### src/rtl/sp_ram_arb_pkg.sv
// ============================================================================
// sp_ram_arb_pkg : shared constants and types for the sp_ram arbiter
// Revision 1.0
// ============================================================================
`default_nettype none

package sp_ram_arb_pkg;
    localparam int MAX_PORTS   = 8;
    localparam int STALL_CNT_W = 32;

    typedef logic [$clog2(MAX_PORTS)-1:0] port_idx_t;
endpackage

`default_nettype wire

### src/rtl/sp_ram_rr_pick.sv
// ============================================================================
// sp_ram_rr_pick : combinational round-robin winner selection
// Revision 1.0
// ============================================================================
`default_nettype none

module sp_ram_rr_pick
    import sp_ram_arb_pkg::*;
#(
    parameter int NUM_PORTS = 2
) (
    input  logic [NUM_PORTS-1:0] req,
    input  port_idx_t            ptr,
    output logic [NUM_PORTS-1:0] gnt,
    output port_idx_t            idx
);

    logic [NUM_PORTS-1:0] w_masked;
    logic [NUM_PORTS-1:0] w_cand;
    logic                 w_found;

    // Requests at or above the pointer win first; otherwise wrap to the lowest requester.
    always_comb begin
        w_masked = '0;
        w_cand   = '0;
        w_found  = 1'b0;
        gnt      = '0;
        idx      = '0;
        for (int i = 0; i < NUM_PORTS; i++) begin
            w_masked[i] = req[i] && (i >= int'(ptr));
        end
        w_cand = (|w_masked) ? w_masked : req;
        for (int i = 0; i < NUM_PORTS; i++) begin
            if (w_cand[i] && !w_found) begin
                w_found = 1'b1;
                gnt[i]  = 1'b1;
                idx     = port_idx_t'(i);
            end
        end
    end

endmodule

`default_nettype wire

### src/rtl/sp_ram_arbiter.sv
// ============================================================================
// sp_ram_arbiter : round-robin N-port arbiter in front of a single-port RAM.
// Optional stall counters enabled by macro SP_RAM_ARB_STATS_EN.
// Revision 1.0
// ============================================================================
`default_nettype none

module sp_ram_arbiter
    import sp_ram_arb_pkg::*;
#(
    parameter int ADDR_WIDTH = 8,
    parameter int NUM_PORTS  = 2
) (
    input  logic                                 clk,
    input  logic                                 rst,
    input  logic [NUM_PORTS-1:0]                 req_i,
    input  logic [NUM_PORTS-1:0][ADDR_WIDTH-1:0] addr_i,
    input  logic [NUM_PORTS-1:0]                 we_i,
    input  logic [NUM_PORTS-1:0][3:0]            be_i,
    input  logic [NUM_PORTS-1:0][31:0]           wdata_i,
    output logic [NUM_PORTS-1:0]                 gnt_o,
    output logic [NUM_PORTS-1:0]                 rvalid_o,
    output logic [31:0]                          rdata_o,
    output logic                                 ram_en_o,
    output logic [ADDR_WIDTH-1:0]                ram_addr_o,
    output logic                                 ram_we_o,
    output logic [3:0]                           ram_be_o,
    output logic [31:0]                          ram_wdata_o,
    input  logic [31:0]                          ram_rdata_i
`ifdef SP_RAM_ARB_STATS_EN
    ,
    input  logic                                 stats_clr_i,
    output logic [NUM_PORTS-1:0][STALL_CNT_W-1:0] stall_cnt_o
`endif
);

    port_idx_t            r_ptr;
    logic [NUM_PORTS-1:0] r_rvalid;
    logic [NUM_PORTS-1:0] w_pick_gnt;
    port_idx_t            w_win_idx;

    sp_ram_rr_pick #(
        .NUM_PORTS (NUM_PORTS)
    ) u_pick (
        .req (req_i),
        .ptr (r_ptr),
        .gnt (w_pick_gnt),
        .idx (w_win_idx)
    );

    // Grants are masked while reset is high so they drop without waiting for a clock.
    assign gnt_o    = w_pick_gnt & {NUM_PORTS{~rst}};
    assign rvalid_o = r_rvalid;
    assign rdata_o  = ram_rdata_i;
    assign ram_en_o = |req_i;

    always_comb begin
        ram_addr_o  = '0;
        ram_we_o    = 1'b0;
        ram_be_o    = '0;
        ram_wdata_o = '0;
        for (int k = 0; k < NUM_PORTS; k++) begin
            if (gnt_o[k]) begin
                ram_addr_o  = addr_i[k];
                ram_we_o    = we_i[k];
                ram_be_o    = be_i[k];
                ram_wdata_o = wdata_i[k];
            end
        end
    end

    always_ff @(posedge clk or posedge rst) begin
        if (rst) begin
            r_ptr    <= '0;
            r_rvalid <= '0;
        end else begin
            r_rvalid <= gnt_o;
            if (|gnt_o) begin
                r_ptr <= (w_win_idx == port_idx_t'(NUM_PORTS - 1)) ? '0
                                                                    : w_win_idx + port_idx_t'(1);
            end
        end
    end

`ifdef SP_RAM_ARB_STATS_EN
    logic [NUM_PORTS-1:0][STALL_CNT_W-1:0] r_stall_cnt;

    // Clear takes priority over a coincident stall; counts saturate at all-ones.
    always_ff @(posedge clk or posedge rst) begin
        if (rst) begin
            r_stall_cnt <= '0;
        end else if (stats_clr_i) begin
            r_stall_cnt <= '0;
        end else begin
            for (int k = 0; k < NUM_PORTS; k++) begin
                if (req_i[k] && !gnt_o[k] && (r_stall_cnt[k] != '1)) begin
                    r_stall_cnt[k] <= r_stall_cnt[k] + 1'b1;
                end
            end
        end
    end

    assign stall_cnt_o = r_stall_cnt;
`endif

endmodule

`default_nettype wire

### config.mk
export PLATFORM = sky130hd
export DESIGN_NAME = sp_ram_arbiter
export DESIGN_NICKNAME = d
export VERILOG_FILES = /design/src/rtl/sp_ram_arb_pkg.sv /design/src/rtl/sp_ram_rr_pick.sv /design/src/rtl/sp_ram_arbiter.sv
export SDC_FILE = /design/constraint.sdc
export NUM_CORES = 1
export LEC_CHECK = 0
export BUFFER_PORTS_ARGS = -buffer_cell sky130_fd_sc_hd__buf_2
export CORE_AREA = 3 3 79 81
export DETAILED_ROUTE_END_ITERATION = 10
export DIE_AREA = 0 0 82 84
export GPL_TIMING_DRIVEN = 0
export SYNTH_ARGS = -nofsm -noshare
export SYNTH_HDL_FRONTEND = slang
export SYNTH_HIERARCHICAL = 1
export SYNTH_SLANG_ARGS = --single-unit
export TNS_END_PERCENT = 20
### constraint.sdc
create_clock -name clk -period 2.2 [get_ports clk]
set_input_delay 0.33 -clock clk [delete_from_list [all_inputs] [get_ports clk]]
set_output_delay 0.33 -clock clk [all_outputs]
set_load 0.02 [all_outputs]
# [Word-level counts from Yosys, hierarchy flattened]
# Index checks and enable logic that the tools add are counted.
[word_totals] mem_bits_ro=0 register_bits=5 n_memories=0 latchBits=0 wordCells=28 inputBits=126 ramBits=0
[op_classes] n_reduce_logical=7 n_lt_le_gt_ge=2 n_addsub=1 n_shift=0 mux=13 n_eq_ne=1 multipliers=0 bitwise=2 div_mod_pow=0
[ops] cell="$mux W32" n=2
[ops] cell="$mux W8" n=2
[ops] cell="$mux W4" n=2
[ops] cell="$ge A1 B3 Y1 const A" n=2
[ops] cell="$reduce_or A2 Y1" n=3
[ops] cell="$mux W1" n=5
[ops] cell="$add A3 B1 Y3 const B" n=1
[ops] cell="$eq A3 B1 Y1 const B" n=1
[ops] cell="$logic_and A1 B1 Y1" n=3
[ops] cell="$mux W3" n=1
[ops] cell="$and A2 B2 Y2" n=1
[ops] cell="$mux W2" n=1
[ops] cell="$logic_not A1 Y1" n=1
[ops] cell="$not A1 Y1" n=1

# [Logic depth before layout (Yosys ltp)]
# Gate-level depths: netlist of run 1.
[depth] depth_word=11 ltp_mapped=7

# [Modules after synthesis]
# Netlist of run 1, hierarchy kept.
[modules_own_cells] module="sp_ram_arbiter" cells_per_inst=108 area_per_inst_um2=1007.2 seq_area_each_um2=125.1 instances=1
[modules_own_cells] module="sp_ram_rr_pick" cells_per_inst=8 area_per_inst_um2=55.1 seq_area_each_um2=0.0 instances=1

# [Worst setup path after synthesis of run 1]
# Ideal clock, no wire load.
[synth_path] kind="flip-flop to output port" from="register r_ptr[0]" to="output port ram_addr_o[0]" stages_incl_launch_ff=8 arrival_time_ns=1.655 t_required_ns=1.870 setup_slack_ns=0.215 path_cell_list="dfrtp_1 nor3b_2 a21oi_1 nor2b_2 nor2b_4 buf_12 buf_12 a22o_1"
[synth_via] elab_cells_between_ends=13 cone_classes="order compare: 2; mux: 5; bitwise: 1; reduce/logical: 5"
[synth_lines] item="from (decl)" line_no="sp_ram_arbiter.sv:37" rtl="port_idx_t r_ptr;"
[synth_lines] item="from (signal assigned)" line_no="sp_ram_arbiter.sv:79" rtl="r_ptr <= (w_win_idx == port_idx_t'(NUM_PORTS - 1)) ? '0"
[synth_lines] item="$ge A1 B3 Y1" line_no="sp_ram_rr_pick.sv:30" rtl="w_masked[i] = req[i] && (i >= int'(ptr));"
[synth_lines] item="$logic_and A1 B1 Y1" line_no="sp_ram_rr_pick.sv:30"
[synth_lines] item="$reduce_or A2 Y1" line_no="sp_ram_rr_pick.sv:32" rtl="w_cand = (|w_masked) ? w_masked : req;"
[synth_lines] item="$mux W2 (*)" line_no="sp_ram_rr_pick.sv:32"
[synth_lines] item="$mux W1 (*)" line_no="sp_ram_rr_pick.sv:34" rtl="if (w_cand[i] && !w_found) begin"
[synth_lines] item="via w_pick_gnt[0]" line_no="sp_ram_arbiter.sv:39" rtl="logic [NUM_PORTS-1:0] w_pick_gnt;"
[synth_lines] item="$and A2 B2 Y2 (*)" line_no="sp_ram_arbiter.sv:52" rtl="assign gnt_o = w_pick_gnt & {NUM_PORTS{~rst}};"
[synth_lines] item="via gnt_o[0]" line_no="sp_ram_arbiter.sv:21" rtl="output logic [NUM_PORTS-1:0] gnt_o,"
[synth_lines] item="$mux W8 (*) (2 in series)" line_no="sp_ram_arbiter.sv:63" rtl="if (gnt_o[k]) begin"
[synth_lines] item="to (decl)" line_no="sp_ram_arbiter.sv:25" rtl="output logic [ADDR_WIDTH-1:0] ram_addr_o,"
# The timed path passes the listed nets; every way through them passes the cells marked *.

# [Worst setup path in the final report of run 1]
[layout_path] from="register r_ptr[0]" to="output port ram_wdata_o[26]"
[layout_via] elab_chain_len=10 elab_cells_between_ends=13 cone_classes="order compare: 2; mux: 5; bitwise: 1; reduce/logical: 5"
[layout_lines] item="$ge A1 B3 Y1" line_no="sp_ram_rr_pick.sv:30"
[layout_lines] item="$logic_and A1 B1 Y1" line_no="sp_ram_rr_pick.sv:30"
[layout_lines] item="$reduce_or A2 Y1" line_no="sp_ram_rr_pick.sv:32"
[layout_lines] item="$mux W2 (*)" line_no="sp_ram_rr_pick.sv:32"
[layout_lines] item="$mux W1 (*)" line_no="sp_ram_rr_pick.sv:34"
[layout_lines] item="via w_pick_gnt[0]" line_no="sp_ram_arbiter.sv:39"
[layout_lines] item="$logic_not A1 Y1" line_no="sp_ram_rr_pick.sv:34"
[layout_lines] item="$logic_and A1 B1 Y1" line_no="sp_ram_rr_pick.sv:34"
[layout_lines] item="$mux W1" line_no="sp_ram_rr_pick.sv:34"
[layout_lines] item="$and A2 B2 Y2 (*)" line_no="sp_ram_arbiter.sv:52"
[layout_lines] item="$mux W32 (*)" line_no="sp_ram_arbiter.sv:63"
[layout_lines] item="to (decl)" line_no="sp_ram_arbiter.sv:28" rtl="output logic [31:0] ram_wdata_o,"
# Marks and branches as above.

==> impl_metrics.tcl, run 1 <==
set metrics [dict create \
    status "finished with violations" \
    violations "setup timing" \
    clk_path_buf_depth 2 \
    finalWorstSetupSlack_ns -0.0306 \
    postRouteAntennaNets 0 \
    slew_viol_final 0 \
    vias 1553 \
    internal-power_uw 614 \
    clockRootBuffer "clkbuf_8" \
    syn_inst 116 \
    cp.arrival_ns 1.90 \
    grt_pass1_wl_mm 6.68 \
    max_cap_violations 0 \
    cts_sinks 5 \
    comb_power_share 0.710 \
    grt_start_max_net_pins 12 \
    total_power_uw 982 \
    worst-endpoint-required_ns 1.87 \
    die_w_um 82 \
    seq_area_frac_synth 0.118 \
    setup-tns-final_ns -0.210 \
    hold_class "in -> async" \
    path_max_fanout 8 \
    endpoint_kind "output pin" \
    synth-edff-count 0 \
    p_per_area_nw_per_um2 400 \
    synth_top_flop_cell "dfrtp_1" \
    cp-start-kind "flip-flop" \
    drtIter0Drc 10 \
    grt_antenna_before_repair 0 \
    pwr-share-seq 0.119 \
    yosysMostFrequentCell "a22o_1" \
    finalHoldViolations 0 \
    worstSetupPathType "reg -> out" \
    synth_warnings 6 \
    fmax_ghz 0.448 \
    p_sw_frac 0.375 \
    wl_mm 5.09 \
    grt_pass1_vias 1455 \
    numPortBuffers 175 \
    start_util 0.192 \
    finalCriticalPeriod_ns 2.23 \
    drive_gt1_frac 0.800 \
    pin_count 208 \
    clk_latency_ns 0.22 \
    fill_cells 556 \
    cts_tree "yes" \
    syn-cell-area_um2 1060 \
    ys_ff_latch 5 \
    rsz0062_at_grt "true" \
    nets 432 \
    netlist_top_cells_area "a22o_1 33%, buf_4 28%, dfrtp_1 12%" \
    drt_pass1_iterations 2 \
    p_switching_uw 368 \
    wl_per_cell_um 13.5 \
    cts_buffers 3 \
    synth_common_cells "40 x a22o_1, 39 x buf_4" \
    syn_avg_cell_area_um2 9.16 \
    htreeDepth 1 \
    finalClockSkew_ns 0.00205 \
    viasPerCell 4.12 \
    async_flop_share 1.00 \
    synth_cell_types 20 \
    pwr-share-clk 0.171 \
    grt_usage 0.120 \
    place.gp.congestion 0.743 \
    ir_drop_uv 217 \
    core-area_um2 5540 \
    drcViolationCount 0 \
    ctsHoldBuffers 0 \
    synthToLayoutAreaGrowth_pct 131 \
    yosys.area.top_type_share 0.330 \
    grt_overflow 0 \
    clk_pin_slew_worst_paths_ns 0.04 \
    post-route-util 0.444 \
    post-synth-top-area-cell "a22o_1" \
    finalCritPeriodShare 1.01 \
    rows 27 \
    worst_hold_slack_ns 0.0572 \
    hpwl_mm 4.31 \
    power_leakage_uw 0.00140 \
    antennaDiodeCount 0 \
    die_h_um 84 \
    die_area_um2 6890 \
    finalSetupViolations 22 \
]
-- power groups by stage --
| stage | Combinational [µW] | Clock [µW] | Sequential (µW) |
|---|---|---|---|
| final | 697 | 168 | 117 |
| after floorplan | 359 | 0 | 119 |
| after CTS | 576 | 172 | 117 |
| after global placement | 564 | 0 | 117 |
| after detailed placement | 568 | 0 | 117 |
| after global routing | 747 | 183 | 119 |
-- routing by layer --
metal	GRT usage	wire [µm]	vias up
li1	-	-	779
met1	0.128	1720	684
met2	0.237	2890	88
met3	0.0248	456	2
met4	0.0181	21	0
met5	0	0	-
-- kinds of logic after synthesis --
| family | synth area share |
|---|---|
| compound gates | 0.410 |
| buf+inv | 0.388 |
| simple gates | 0.0624 |
| flops | 0.118 |
| xor+xnor | 0.00825 |
| mux | 0.0106 |
| other cells | 0.00353 |
-- area by class of cell --
cell class	instances	area [µm²]	area share
Buffer	45	408	0.166
Inverter	2	7.51	0.00305
Sequential cell	5	125	0.0509
Timing Repair Buffer	184	1230	0.503
Clock buffer	4	45.0	0.0183
Tap cell	72	90.1	0.0367
Multi-Input combinational cell	65	547	0.223
-- cells in the final DEF, fill, tap and decap left out, types with 3 or more instances in the layout --
cell type	count
a22o_2	5
buf_4	50
dfrtp_1	5
nand2_1	5
buf_2	131
buf_12	5
o21ai_0	3
a22o_1	40
buf_6	41
clkbuf_8	3
-- worst max-delay path: stages, from the launching register on --
cell and delay [ns]:
dfrtp_1 0.37, nor3b_2 0.16, buf_4 0.14, a21oi_4 0.11, nor2b_4 0.17, nor2b_4 0.17
buf_12 0.16, clkbuf_16 0.14, a22o_1 0.15, buf_6 0.12
-- flip-flops by register name (all words and copies together) (netlist names) --
register  count
r_ptr         3
rvalid_o      2
-- timing repair --
item                       in CTS  in global routing
setup endpoints to repair      39                 45
setup buffers                   3                  4
pin swaps                       0                  5
gates cloned                    0                  2
gates resized for setup         3                 90
-- path summary, 6_finish.rpt --
check	from	end	slack, ns	cells after the start
setup reg to reg	r_ptr[2]$_DFFE_PP0P_	r_ptr[0]$_DFFE_PP0P_	0.82	5
hold / removal	rst	r_ptr[2]$_DFFE_PP0P_	0.06	2
hold reg to reg	r_ptr[2]$_DFFE_PP0P_	r_ptr[2]$_DFFE_PP0P_	0.51	2
min in group clk	rst	rvalid_o[0]$_DFF_PP0_	0.34	2
max in group asynchronous	rst	rvalid_o[0]$_DFF_PP0_	1.97	2
setup / recovery	r_ptr[0]$_DFFE_PP0P_	ram_wdata_o[26]	-0.03	9
-- through the flow --
stage                     std cells  worst slack, ns  area [µm²]
after CTS                       371          0.00881        2110
final                           377          -0.0306        2460
after floorplan                 117            0.215        1070
after global placement          364            0.167        2030
after detailed placement        364            0.171        2030
after global routing            377           -0.165        2460
Power figures use the tool's default switching activity.
==> run 2, diff against run 1 <==
--- a/config.mk
+++ b/config.mk
@@ -6,10 +6,13 @@
 export NUM_CORES = 1
 export LEC_CHECK = 0
 export BUFFER_PORTS_ARGS = -buffer_cell sky130_fd_sc_hd__buf_2
-export CORE_AREA = 3 3 79 81
+export CELL_PAD_IN_SITES_DETAIL_PLACEMENT = 0
+export CELL_PAD_IN_SITES_GLOBAL_PLACEMENT = 1
+export CORE_MARGIN = 3
+export CORE_UTILIZATION = 14
 export DETAILED_ROUTE_END_ITERATION = 10
-export DIE_AREA = 0 0 82 84
 export GPL_TIMING_DRIVEN = 0
+export PLACE_DENSITY_LB_ADDON = 0.1
 export SYNTH_ARGS = -nofsm -noshare
 export SYNTH_HDL_FRONTEND = slang
 export SYNTH_HIERARCHICAL = 1
==> impl_metrics.tcl, run 2 (synthesis gave the netlist of run 1 again) <==
set metrics [dict create \
    grt_pass1_vias 1379 \
    start_util 0.146 \
    cts_buffers 3 \
    core-area_um2 7290 \
    finalCritPeriodShare 0.987 \
    worstSetupPathType "reg -> out" \
    r2r_setup_slack_ns 0.75 \
    cp.arrival_ns 1.84 \
    clockRootBuffer "clkbuf_8" \
    drt_pass1_iterations 3 \
    hold_class "in -> async" \
    worst_hold_slack_ns 0.0556 \
    critPathLaunch "r_ptr[1]$_DFFE_PP0P_" \
    grt_pass1_wl_mm 7.33 \
    worstPathCellList "nor3b_2 -> a21oi_2 -> nor2b_4 -> nor2b_4 -> buf_12 -> buf_12 -> a22o_1 -> buf_2" \
    grt_antenna_before_repair 0 \
    die_h_um 93.1 \
    grt_usage 0.107 \
    status "finished, final reports clean" \
    ir_drop_uv 150 \
    post-route-util 0.307 \
    dr.max_layer_used "met4" \
    place.gp.congestion 0.710 \
    wl_met1_mm 1.82 \
    cts_sinks 5 \
    met2_length_mm 3.14 \
    endpoint "ram_wdata_o[10]" \
    postRouteAntennaNets 0 \
    grt_overflow 0 \
    cpPeakStageDelay_ns 0.38 \
    slew_viol_final 0 \
    finalSetupViolations 0 \
    wl_mm 5.54 \
    htreeDepth 1 \
    die_area_um2 8670 \
    final_common_cell "buf_2" \
    synthToLayoutAreaGrowth_pct 110 \
    reg2reg_to "r_ptr[1]$_DFFE_PP0P_" \
    drtIter0Drc 12 \
    clk_path_buf_depth 2 \
    power_leakage_uw 0.00133 \
    drive_gt1_frac 0.796 \
    cts_tree "yes" \
    wl_per_cell_um 13.9 \
    ctsHoldBuffers 0 \
    worst-endpoint-required_ns 1.87 \
    numPortBuffers 175 \
    finalHoldViolations 0 \
    antennaDiodeCount 0 \
    finalCriticalPeriod_ns 2.17 \
    grt_start_max_net_pins 12 \
    drcViolationCount 0 \
    fmax_ghz 0.461 \
    rows 31 \
    pin_count 208 \
    max_cap_violations 0 \
    clk_latency_ns 0.22 \
    mostFrequentLayoutCells "162 x buf_2, 40 x a22o_1, 38 x buf_4, 17 x buf_6" \
    largest_reg_flops 3 \
    viasPerCell 3.75 \
    rsz0062_at_grt "true" \
    vias 1494 \
    rr_worst_depth 6 \
    p_per_area_nw_per_um2 399 \
    cp-start-kind "flip-flop" \
    wl_met3_um 500 \
    hpwl_mm 4.90 \
    regMostFlops "r_ptr" \
    slowest_stage "dfrtp_1" \
    die_w_um 93.1 \
    nets 426 \
    clk_pin_slew_worst_paths_ns 0.03 \
    finalClockSkew_ns 0.000842 \
    endpoint_kind "output pin" \
    r2r_start "r_ptr[0]$_DFFE_PP0P_" \
    path_max_fanout 10 \
]
## run 2: cell count changes in the layout (fill, tap and decap cells not counted)
| cell | previous run | this run |
|---|---|---|
| buf_2 | 131 | 162 |
| buf_6 | 41 | 17 |
| buf_4 | 50 | 38 |
| clkbuf_16 | 2 | 0 |
| a21oi_2 | 0 | 1 |
| a21oi_4 | 1 | 0 |
| clkbuf_4 | 0 | 1 |
## run 2: routing by layer
metal	GRT usage	vias to the layer above
met3	0.0257	6
met4	0.0256	0
met2	0.218	87
li1	-	762
met5	0	-
met1	0.107	639
## run 2: cell type report
cell class              instances  area [µm²]
repair buffers                179         996
multi-input cells              65         539
flip-flops and latches          5         125
clock buffers                   4        45.0
fillers                       822        5060
plain buffers                  44         399
well taps                      99         124
inverters                       2        7.51
## run 2: power by group
group / internal (µW) / switching [µW]
registers: 108 / 8.23
logic: 308 / 300
clock network: 124 / 44.9
total: 540 / 353
## run 2: repair_timing
action / 4_1_cts / 5_1_grt
resized for setup: 8 / 25
setup endpoints to repair: 40 / 44
buffers inserted: 2 / 2
pin swaps: 3 / 4
## run 2: worst min path at each step
stage	startpoint	to	slack (ns)	cells after the start
finish	rst	rvalid_o[0]$_DFF_PP0_	0.06	2
global route	rst	r_ptr[0]$_DFFE_PP0P_	0.09	2
CTS	rst	rvalid_o[0]$_DFF_PP0_	0.06	2
detailed placement	rst	rvalid_o[0]$_DFF_PP0_	0.28	2
global placement	rst	rvalid_o[0]$_DFF_PP0_	0.28	2
floorplan	rst	r_ptr[0]$_DFFE_PP0P_	0.11	1
## run 2: per-stage QoR
stage | TNS, ns | setup slack, ns | std cells | area [µm²] | total power (µW)
after global placement | 0 | 0.125 | 391 | 2070 | 694
after CTS | 0 | 0.00192 | 397 | 2150 | 880
after global routing | -2.02 | -0.0615 | 398 | 2240 | 948
final | 0 | 0.0288 | 398 | 2240 | 893
after detailed placement | 0 | 0.116 | 391 | 2070 | 690
after floorplan | 0 | 0.215 | 117 | 1070 | 477
## run 2: worst max-delay path: cells and delay by family (launching register included)
family | cells | cell delay (ns)
buffers and inverters | 3 | 0.43
and+or+nand+nor | 3 | 0.52
AOI/OAI and AO/OA | 2 | 0.29
DFF | 1 | 0.38
